===== src/rtl/vga_pkg.sv =====
// Shared VGA types: standard timing sets, DAC colour triple and test-bar colour map.
package vga_pkg;

    typedef struct packed {
        logic [11:0] h_sync;
        logic [11:0] h_bp;
        logic [11:0] h_act;
        logic [11:0] h_fp;
        logic [11:0] v_sync;
        logic [11:0] v_bp;
        logic [11:0] v_act;
        logic [11:0] v_fp;
        logic        h_pol;
        logic        v_pol;
    } vga_timing_t;

    localparam vga_timing_t VGA_640x480_60 = '{
        h_sync: 12'd96,  h_bp: 12'd48, h_act: 12'd640, h_fp: 12'd16,
        v_sync: 12'd2,   v_bp: 12'd33, v_act: 12'd480, v_fp: 12'd10,
        h_pol: 1'b0, v_pol: 1'b0
    };

    localparam vga_timing_t VGA_800x600_72 = '{
        h_sync: 12'd120, h_bp: 12'd64, h_act: 12'd800, h_fp: 12'd56,
        v_sync: 12'd6,   v_bp: 12'd23, v_act: 12'd600, v_fp: 12'd37,
        h_pol: 1'b1, v_pol: 1'b1
    };

    typedef struct packed {
        logic [7:0] r;
        logic [7:0] g;
        logic [7:0] b;
    } rgb_t;

    // Bar 0 is white, bar 7 is black; each channel follows one bit of (7-k).
    function automatic rgb_t bar_colour(input logic [2:0] k);
        logic [2:0] c;
        rgb_t       o;
        c   = 3'd7 - k;
        o.r = {8{c[2]}};
        o.g = {8{c[1]}};
        o.b = {8{c[0]}};
        return o;
    endfunction

endpackage


===== src/rtl/vga_delay_line.sv =====
// WIDTH x DEPTH shift register with async active-low reset; DEPTH=0 is a plain wire.
module vga_delay_line #(
    parameter int WIDTH = 1,
    parameter int DEPTH = 1
) (
    input  logic             i_clk,
    input  logic             i_rst_n,
    input  logic [WIDTH-1:0] i_d,
    output logic [WIDTH-1:0] o_q
);

    generate
        if (DEPTH == 0) begin : g_wire
            logic w_unused;
            assign w_unused = &{1'b0, i_clk, i_rst_n};
            assign o_q = i_d;
        end else begin : g_sr
            logic [DEPTH-1:0][WIDTH-1:0] r_sr;
            always_ff @(posedge i_clk or negedge i_rst_n) begin
                if (!i_rst_n) begin
                    r_sr <= '0;
                end else begin
                    r_sr[0] <= i_d;
                    for (int i = 1; i < DEPTH; i++) r_sr[i] <= r_sr[i-1];
                end
            end
            assign o_q = r_sr[DEPTH-1];
        end
    endgenerate

endmodule


===== src/rtl/vga_timing_gen.sv =====
// Programmable VGA timing generator with pixel-source latency compensation.
// Define VGA_TIMING_TESTPAT_EN to add test_en and an internal 8-bar colour generator.
module vga_timing_gen
    import vga_pkg::*;
#(
    parameter int H_SYNC  = 128,
    parameter int H_BP    = 88,
    parameter int H_ACT   = 800,
    parameter int H_FP    = 40,
    parameter int V_SYNC  = 4,
    parameter int V_BP    = 23,
    parameter int V_ACT   = 600,
    parameter int V_FP    = 1,
    parameter bit H_POL   = 1'b0,
    parameter bit V_POL   = 1'b0,
    parameter int PIX_LAT = 1,
    parameter int XW      = 10,
    parameter int YW      = 10
) (
    input  logic          vga_clk,
    input  logic          resetn,
`ifdef VGA_TIMING_TESTPAT_EN
    input  logic          test_en,
`endif
    input  logic [7:0]    vga_r,
    input  logic [7:0]    vga_g,
    input  logic [7:0]    vga_b,
    output logic [XW-1:0] x,
    output logic [YW-1:0] y,
    output logic          req,
    output logic          line_start,
    output logic          frame_start,
    output logic [7:0]    VGA_R,
    output logic [7:0]    VGA_G,
    output logic [7:0]    VGA_B,
    output logic          VGA_HS,
    output logic          VGA_VS,
    output logic          VGA_BLANK_N,
    output logic          VGA_SYNC_N,
    output logic          VGA_CLK
);

    localparam int H_TOT = H_SYNC + H_BP + H_ACT + H_FP;
    localparam int V_TOT = V_SYNC + V_BP + V_ACT + V_FP;
    localparam int HW    = $clog2(H_TOT);
    localparam int VW    = $clog2(V_TOT);

    localparam logic [HW-1:0] H_LAST  = HW'(H_TOT - 1);
    localparam logic [HW-1:0] H_S_END = HW'(H_SYNC);
    localparam logic [HW-1:0] H_A_BEG = HW'(H_SYNC + H_BP);
    localparam logic [HW-1:0] H_A_END = HW'(H_SYNC + H_BP + H_ACT);
    localparam logic [VW-1:0] V_LAST  = VW'(V_TOT - 1);
    localparam logic [VW-1:0] V_S_END = VW'(V_SYNC);
    localparam logic [VW-1:0] V_A_BEG = VW'(V_SYNC + V_BP);
    localparam logic [VW-1:0] V_A_END = VW'(V_SYNC + V_BP + V_ACT);

    generate
        if (H_SYNC == 0 || H_BP == 0 || H_ACT == 0 || H_FP == 0 ||
            V_SYNC == 0 || V_BP == 0 || V_ACT == 0 || V_FP == 0) begin : g_err_zero
            $error("vga_timing_gen: timing parameters must be non-zero");
        end
        if (PIX_LAT < 0 || PIX_LAT > 7) begin : g_err_lat
            $error("vga_timing_gen: PIX_LAT must be 0..7");
        end
        if (H_ACT > (1 << XW) || V_ACT > (1 << YW)) begin : g_err_width
            $error("vga_timing_gen: XW/YW too narrow for active area");
        end
    endgenerate

    logic [HW-1:0] r_hcnt;
    logic [VW-1:0] r_vcnt;

    always_ff @(posedge vga_clk or negedge resetn) begin
        if (!resetn) begin
            r_hcnt <= '0;
            r_vcnt <= '0;
        end else if (r_hcnt == H_LAST) begin
            r_hcnt <= '0;
            r_vcnt <= (r_vcnt == V_LAST) ? '0 : r_vcnt + 1'b1;
        end else begin
            r_hcnt <= r_hcnt + 1'b1;
        end
    end

    // Stage 0: decode straight from the counters.
    logic          w_hs, w_vs, w_act;
    logic [HW-1:0] w_hoff;
    logic [VW-1:0] w_voff;
    logic [XW-1:0] w_x;
    logic [YW-1:0] w_y;

    assign w_hs   = r_hcnt < H_S_END;
    assign w_vs   = r_vcnt < V_S_END;
    assign w_act  = (r_hcnt >= H_A_BEG) && (r_hcnt < H_A_END) &&
                    (r_vcnt >= V_A_BEG) && (r_vcnt < V_A_END);
    assign w_hoff = r_hcnt - H_A_BEG;
    assign w_voff = r_vcnt - V_A_BEG;
    assign w_x    = w_act ? XW'(w_hoff) : '0;
    assign w_y    = w_act ? YW'(w_voff) : '0;

    logic r_hs, r_vs;

    always_ff @(posedge vga_clk or negedge resetn) begin
        if (!resetn) begin
            r_hs        <= 1'b0;
            r_vs        <= 1'b0;
            req         <= 1'b0;
            x           <= '0;
            y           <= '0;
            line_start  <= 1'b0;
            frame_start <= 1'b0;
        end else begin
            r_hs        <= w_hs;
            r_vs        <= w_vs;
            req         <= w_act;
            x           <= w_x;
            y           <= w_y;
            line_start  <= w_act && (w_x == '0);
            frame_start <= w_act && (w_x == '0) && (w_y == '0);
        end
    end

`ifdef VGA_TIMING_TESTPAT_EN
    localparam int BAR_W = (H_ACT / 8 > 0) ? H_ACT / 8 : 1;
    localparam int CW    = (BAR_W > 1) ? $clog2(BAR_W) : 1;
    localparam logic [CW-1:0] BAR_LAST = CW'(BAR_W - 1);

    logic [2:0]    r_bar_k;
    logic [CW-1:0] r_bar_cnt;
    logic [2:0]    w_k;
    logic [CW-1:0] w_cnt;
    logic          r_tp;
    rgb_t          r_bar_rgb;

    // Bar state for the pixel being requested now; x=0 restarts the line at bar 0.
    assign w_k   = (w_x == '0) ? 3'd0 : r_bar_k;
    assign w_cnt = (w_x == '0) ? '0   : r_bar_cnt;

    always_ff @(posedge vga_clk or negedge resetn) begin
        if (!resetn) begin
            r_bar_k   <= '0;
            r_bar_cnt <= '0;
            r_tp      <= 1'b0;
            r_bar_rgb <= '0;
        end else begin
            if (w_act) begin
                if (w_cnt == BAR_LAST) begin
                    r_bar_k   <= w_k + 3'd1;
                    r_bar_cnt <= '0;
                end else begin
                    r_bar_k   <= w_k;
                    r_bar_cnt <= w_cnt + 1'b1;
                end
            end
            r_tp      <= test_en;
            r_bar_rgb <= bar_colour(w_k);
        end
    end

    localparam int PW = 3 + 1 + 24;
    logic [PW-1:0] w_pipe_in, w_pipe_out;
    logic          w_hs_d, w_vs_d, w_act_d, w_tp_d;
    rgb_t          w_bar_d;
    rgb_t          w_src;

    assign w_pipe_in = {r_hs, r_vs, req, r_tp, r_bar_rgb};
    assign {w_hs_d, w_vs_d, w_act_d, w_tp_d, w_bar_d} = w_pipe_out;
    assign w_src = w_tp_d ? w_bar_d : rgb_t'({vga_r, vga_g, vga_b});
`else
    localparam int PW = 3;
    logic [PW-1:0] w_pipe_in, w_pipe_out;
    logic          w_hs_d, w_vs_d, w_act_d;
    rgb_t          w_src;

    assign w_pipe_in = {r_hs, r_vs, req};
    assign {w_hs_d, w_vs_d, w_act_d} = w_pipe_out;
    assign w_src = rgb_t'({vga_r, vga_g, vga_b});
`endif

    // Delays sync/blank by the pixel-source latency so they meet RGB at the DAC.
    vga_delay_line #(
        .WIDTH (PW),
        .DEPTH (PIX_LAT)
    ) u_align (
        .i_clk   (vga_clk),
        .i_rst_n (resetn),
        .i_d     (w_pipe_in),
        .o_q     (w_pipe_out)
    );

    always_ff @(posedge vga_clk or negedge resetn) begin
        if (!resetn) begin
            VGA_HS      <= ~H_POL;
            VGA_VS      <= ~V_POL;
            VGA_BLANK_N <= 1'b0;
            VGA_R       <= 8'h00;
            VGA_G       <= 8'h00;
            VGA_B       <= 8'h00;
        end else begin
            VGA_HS      <= w_hs_d ? H_POL : ~H_POL;
            VGA_VS      <= w_vs_d ? V_POL : ~V_POL;
            VGA_BLANK_N <= w_act_d;
            VGA_R       <= w_act_d ? w_src.r : 8'h00;
            VGA_G       <= w_act_d ? w_src.g : 8'h00;
            VGA_B       <= w_act_d ? w_src.b : 8'h00;
        end
    end

    assign VGA_SYNC_N = 1'b0;
    assign VGA_CLK    = vga_clk;

endmodule


===== config.mk =====
export PLATFORM = sky130hd
export DESIGN_NAME = vga_timing_gen
export DESIGN_NICKNAME = d
export VERILOG_FILES = /design/src/rtl/vga_pkg.sv /design/src/rtl/vga_delay_line.sv /design/src/rtl/vga_timing_gen.sv
export SDC_FILE = /design/constraint.sdc
export NUM_CORES = 1
export LEC_CHECK = 0
export BUFFER_PORTS_ARGS = -buffer_cell sky130_fd_sc_hd__buf_2
export CAP_MARGIN = 20
export CORE_UTILIZATION = 44
export CTS_BUF_LIST = sky130_fd_sc_hd__clkbuf_16
export DETAILED_ROUTE_END_ITERATION = 16
export GPL_ROUTABILITY_DRIVEN = 0
export PLACE_DENSITY = 0.77
export SYNTH_ARGS = -nofsm -noshare
export SYNTH_HDL_FRONTEND = slang
export SYNTH_SLANG_ARGS = --single-unit

===== constraint.sdc =====
create_clock -name vga_clk -period 2.36 [get_ports vga_clk]
set_input_delay 0.354 -clock vga_clk [delete_from_list [all_inputs] [get_ports vga_clk]]
set_output_delay 0.354 -clock vga_clk [all_outputs]
set_load 0.005 [all_outputs]

Word level (Yosys, flattened, before mapping)
Cells that the tools add are included.
- flip-flop bits (word level): 76
- input bits: 26
- logic and storage cells: 44
- $add $sub $neg: 4
- $lt $le $gt $ge: 6
- eq/ne operators: 2
- mux-type cells: 9
- reduce and logical (&&, ||, !) cells: 7
- operator list (operator ; number):
    10-bit 2-to-1 mux ; 3
    8-bit 2-to-1 mux ; 3
    10-bit logical NOT ; 2
    11-bit by 1-bit adder with 11-bit output (second input constant) ; 1
    11-bit == test (second input constant) ; 1
    11-bit by 8-bit >= comparator with 1-bit output (second input constant) ; 1
    11-bit by 10-bit less-than comparator with 1-bit output (second input constant) ; 1
    11-bit by 8-bit less-than comparator with 1-bit output (second input constant) ; 1
    11-bit 2-to-1 mux ; 1
    10-bit by 1-bit adder with 10-bit output (second input constant) ; 1
    10-bit == test (second input constant) ; 1
    10-bit by 5-bit >= comparator with 1-bit output (second input constant) ; 1
    10-bit less-than comparator (second input constant) ; 1
    10-bit by 3-bit less-than comparator with 1-bit output (second input constant) ; 1
    10-bit by 5-bit subtractor with 10-bit output (second input constant) ; 1
    10-bit by 8-bit subtractor with 10-bit output (second input constant) ; 1
    1-bit logical AND ; 5
    1-bit 2-to-1 mux ; 2

Depth between registers and ports, before layout
- depth in word-level cells: 8
- gate-level depth with buffers: 8
- depth with buffers taken out: 7

Hierarchy
From an unflattened synthesis, not the netlist that was laid out.
- cells, all modules: 279
- area total of the unflattened synthesis: 3138.0 µm²
- modules (own cells, without submodules) (module ; times used ; cells an instance ; area each (µm²) ; seq. area each (µm²)):
    vga_timing_gen ; 1 ; 276 ; 3062.9 ; 1829.3
    vga_delay_line ; 1 ; 3 ; 75.1 ; 75.1

==> results.ini <==
[status]
status = finished, final reports clean

[placed_design]
dp_hpwl_um = 4450
place_ws_ns = 0.143
placedCellCount = 442
io_buffers = 76
placed_area_um2 = 3650

[sta]
rsz0062_at_grt = no
post-route-period-util_pct = 90.6
worst_slack_ns = 0.221
whs_ns = 0.120
report.final.slew_viol_count = 0
min_period_ns = 2.14
fin_skew_ns = 0.00500
setup_violations = 0
hold_violations = 0
fmax_ghz = 0.468
worstMarginPinSlew_ns = 0.528
setup_tns_ns = 0
max_slew_margin_pct = 64.8

[yosys]
postSynthAreaPerCell_um2 = 11.3
syn_area_um2 = 3140
synth_warnings = 0
yosysTopAreaCell = dfrtp_1
synth_cell_type_count = 44
yosys_register_bits = 76
syn_inst = 277
synth_enable_flop_cells = 0
seq_area_frac_synth_pct = 60.7
syn_nets = 307
synth_area_leaders = dfrtp_1 (59%), and2_1 (5.6%), nor2_1 (3.3%)
synth_common_cells = dfrtp_1 (74), and2_1 (28), nor2_1 (28), nand2_1 (14), clkbuf_1 (13)
ys.flop_type = dfrtp_1
synth_top_area_share_pct = 59.0
synth_most_common_cell = dfrtp_1
synthArstFlopShare_pct = 100

[setup_path]
path_class = flip-flop to flip-flop
end_kind = flip-flop
crit_chain = or2_1, or4_1, o2111ai_2, a21o_2, inv_2, and2_1
arrival_ns = 2.48
rr_worst_depth = 6
crit_path_top_delay_cell = or4_1
worstPathMaxFanout = 8
startpoint_type = flip-flop
reg2reg_to = x[2]
reg2reg_slack_ns = 0.22
required_ns = 2.70
startpoint = r_vcnt[7]
r2r-start = r_vcnt[7]
cp_slowest_stage_delay_ns = 0.46

[floorplan]
dieArea_um2 = 7470
num_rows = 30
dieHeight_um = 86.5
core_um2 = 6830
die_w_um = 86.5
initial_utilization_pct = 45.9
ios = 78

[detailed_routing]
detail_route.wl_per_cell_um = 14.5
via_count = 2331
met1_length_um = 3010
detail_route.iter0.violations = 170
highest_layer = met4
routed_wl_um = 6690
routed_via_density = 5.05
met3RoutedLength_um = 483
route.detailed.drc = 0
dr_wl_met2_um = 3090
dr.pass1.iters = 5
antenna_left = 0

[finish]
final_util_pct = 59.6
diodes = 0
stdcell_count = 462
area_delta_synth_final_pct = 29.8
nets = 391
drive_above_1_share_pct = 31.7
stdcell_area_um2 = 4070

[worst_hold_path]
worstHoldStart = vga_g[6]
hold_path.class = input port to flip-flop
hold_end = VGA_G[6]
hold_path_depth = 2

[power]
p_leak_nw = 2.16
powerDensity_nw_per_um2 = 776
vdd_drop_max_mv = 0.341
power_mw = 3.16

[run]
cap_viol_max_count = 0

[grt]
grt_pass1_vias = 2304
antenna_found_initial = 0
grt_max_degree = 77
grt_usage_pct = 19.6
grt_overflow = 0
grt_pass1_wl_um = 10900

[clocking]
clkTransAtPathRegs_ns = 0.06
cts_tree = done
insertion_delay_ns = 0.44

[cell type report]
type	count	area, µm²
fill	543	2760
sequential	76	1900
multi-input combinational	176	1120
timing repair buffer	87	480
clock buffer	13	305
tap	96	120
clock inverter	7	115
inverter	7	26.3
[timing repair]
action | 4_1_cts | 5_1_grt
hold buffers | 1 | 0
endpoints found under the hold margin | 74 | 0
gates resized for setup | 0 | 1
setup buffers | 0 | 0
setup endpoints to repair | 0 | 10
[worst max-delay path by stage]
stage           end  slack, ns  depth (start not counted)
5_1_grt        y[1]       0.07                          6
4_1_cts        x[2]       0.12                          6
3_5_place_dp   x[2]       0.14                          6
6_report       x[2]       0.22                          6
3_3_place_gp   x[4]       0.22                          6
2_1_floorplan  y[2]       0.28                          8
[flip-flops by register name, summed over array words and instances, names as in the netlist]
register and cells:
u_align.o_q 3, VGA_B 8, r_vcnt 10, y 10
line_start 1, VGA_HS 1, VGA_G 8, x 10
VGA_R 8, VGA_VS 1, r_hcnt 11, r_hs 1
frame_start 1, req 1, VGA_BLANK_N 1, r_vs 1
[routing by layer]
| metal | global-route usage (%) | vias up |
|---|---|---|
| li1 | - | 1095 |
| met2 | 31.8 | 110 |
| met1 | 24.2 | 1113 |
| met4 | 9.55 | 0 |
| met5 | 0 | - |
| met3 | 5.52 | 13 |
[worst max-delay path, delay by kind of cell, from the launching register on]
kind | cells | cell delay (ns)
DFF | 1 | 0.44
AOI/OAI and AO/OA | 2 | 0.56
and+or+nand+nor | 3 | 0.95
buffers and inverters | 1 | 0.09
[layout by cell type (no fill, tap or decap), drive strengths merged, types with 6 or more instances in the layout]
| master | n |
|---|---|
| clkbuf | 12 |
| nand3 | 7 |
| xnor2 | 12 |
| buf | 87 |
| dfrtp | 74 |
| nor3 | 6 |
| xor2 | 11 |
| o21ai | 9 |
| nor4 | 7 |
| inv | 9 |
| nand2 | 14 |
| and2 | 28 |
| nor2 | 28 |
| a21oi | 9 |
[logic make-up (layout without fill, tap and decap cells)]
group / Yosys count / count (layout) / synth area share, %
flops: 76 / 76 / 60.7
other cells: 1 / 1 / 0.120
xor+xnor: 23 / 23 / 6.42
compound gates: 34 / 34 / 7.81
fa+ha+maj: 4 / 4 / 1.59
buf+inv: 25 / 114 / 3.59
simple gates: 113 / 113 / 19.5
mux: 1 / 1 / 0.319
[power breakdown]
group	switching (mW)	internal, mW	leakage, nW
combinational	0.0300	0.0188	0.934
sequential	0	1.30	1.02
clock	0.550	1.26	0.210
(Power assumes the default switching activity.)
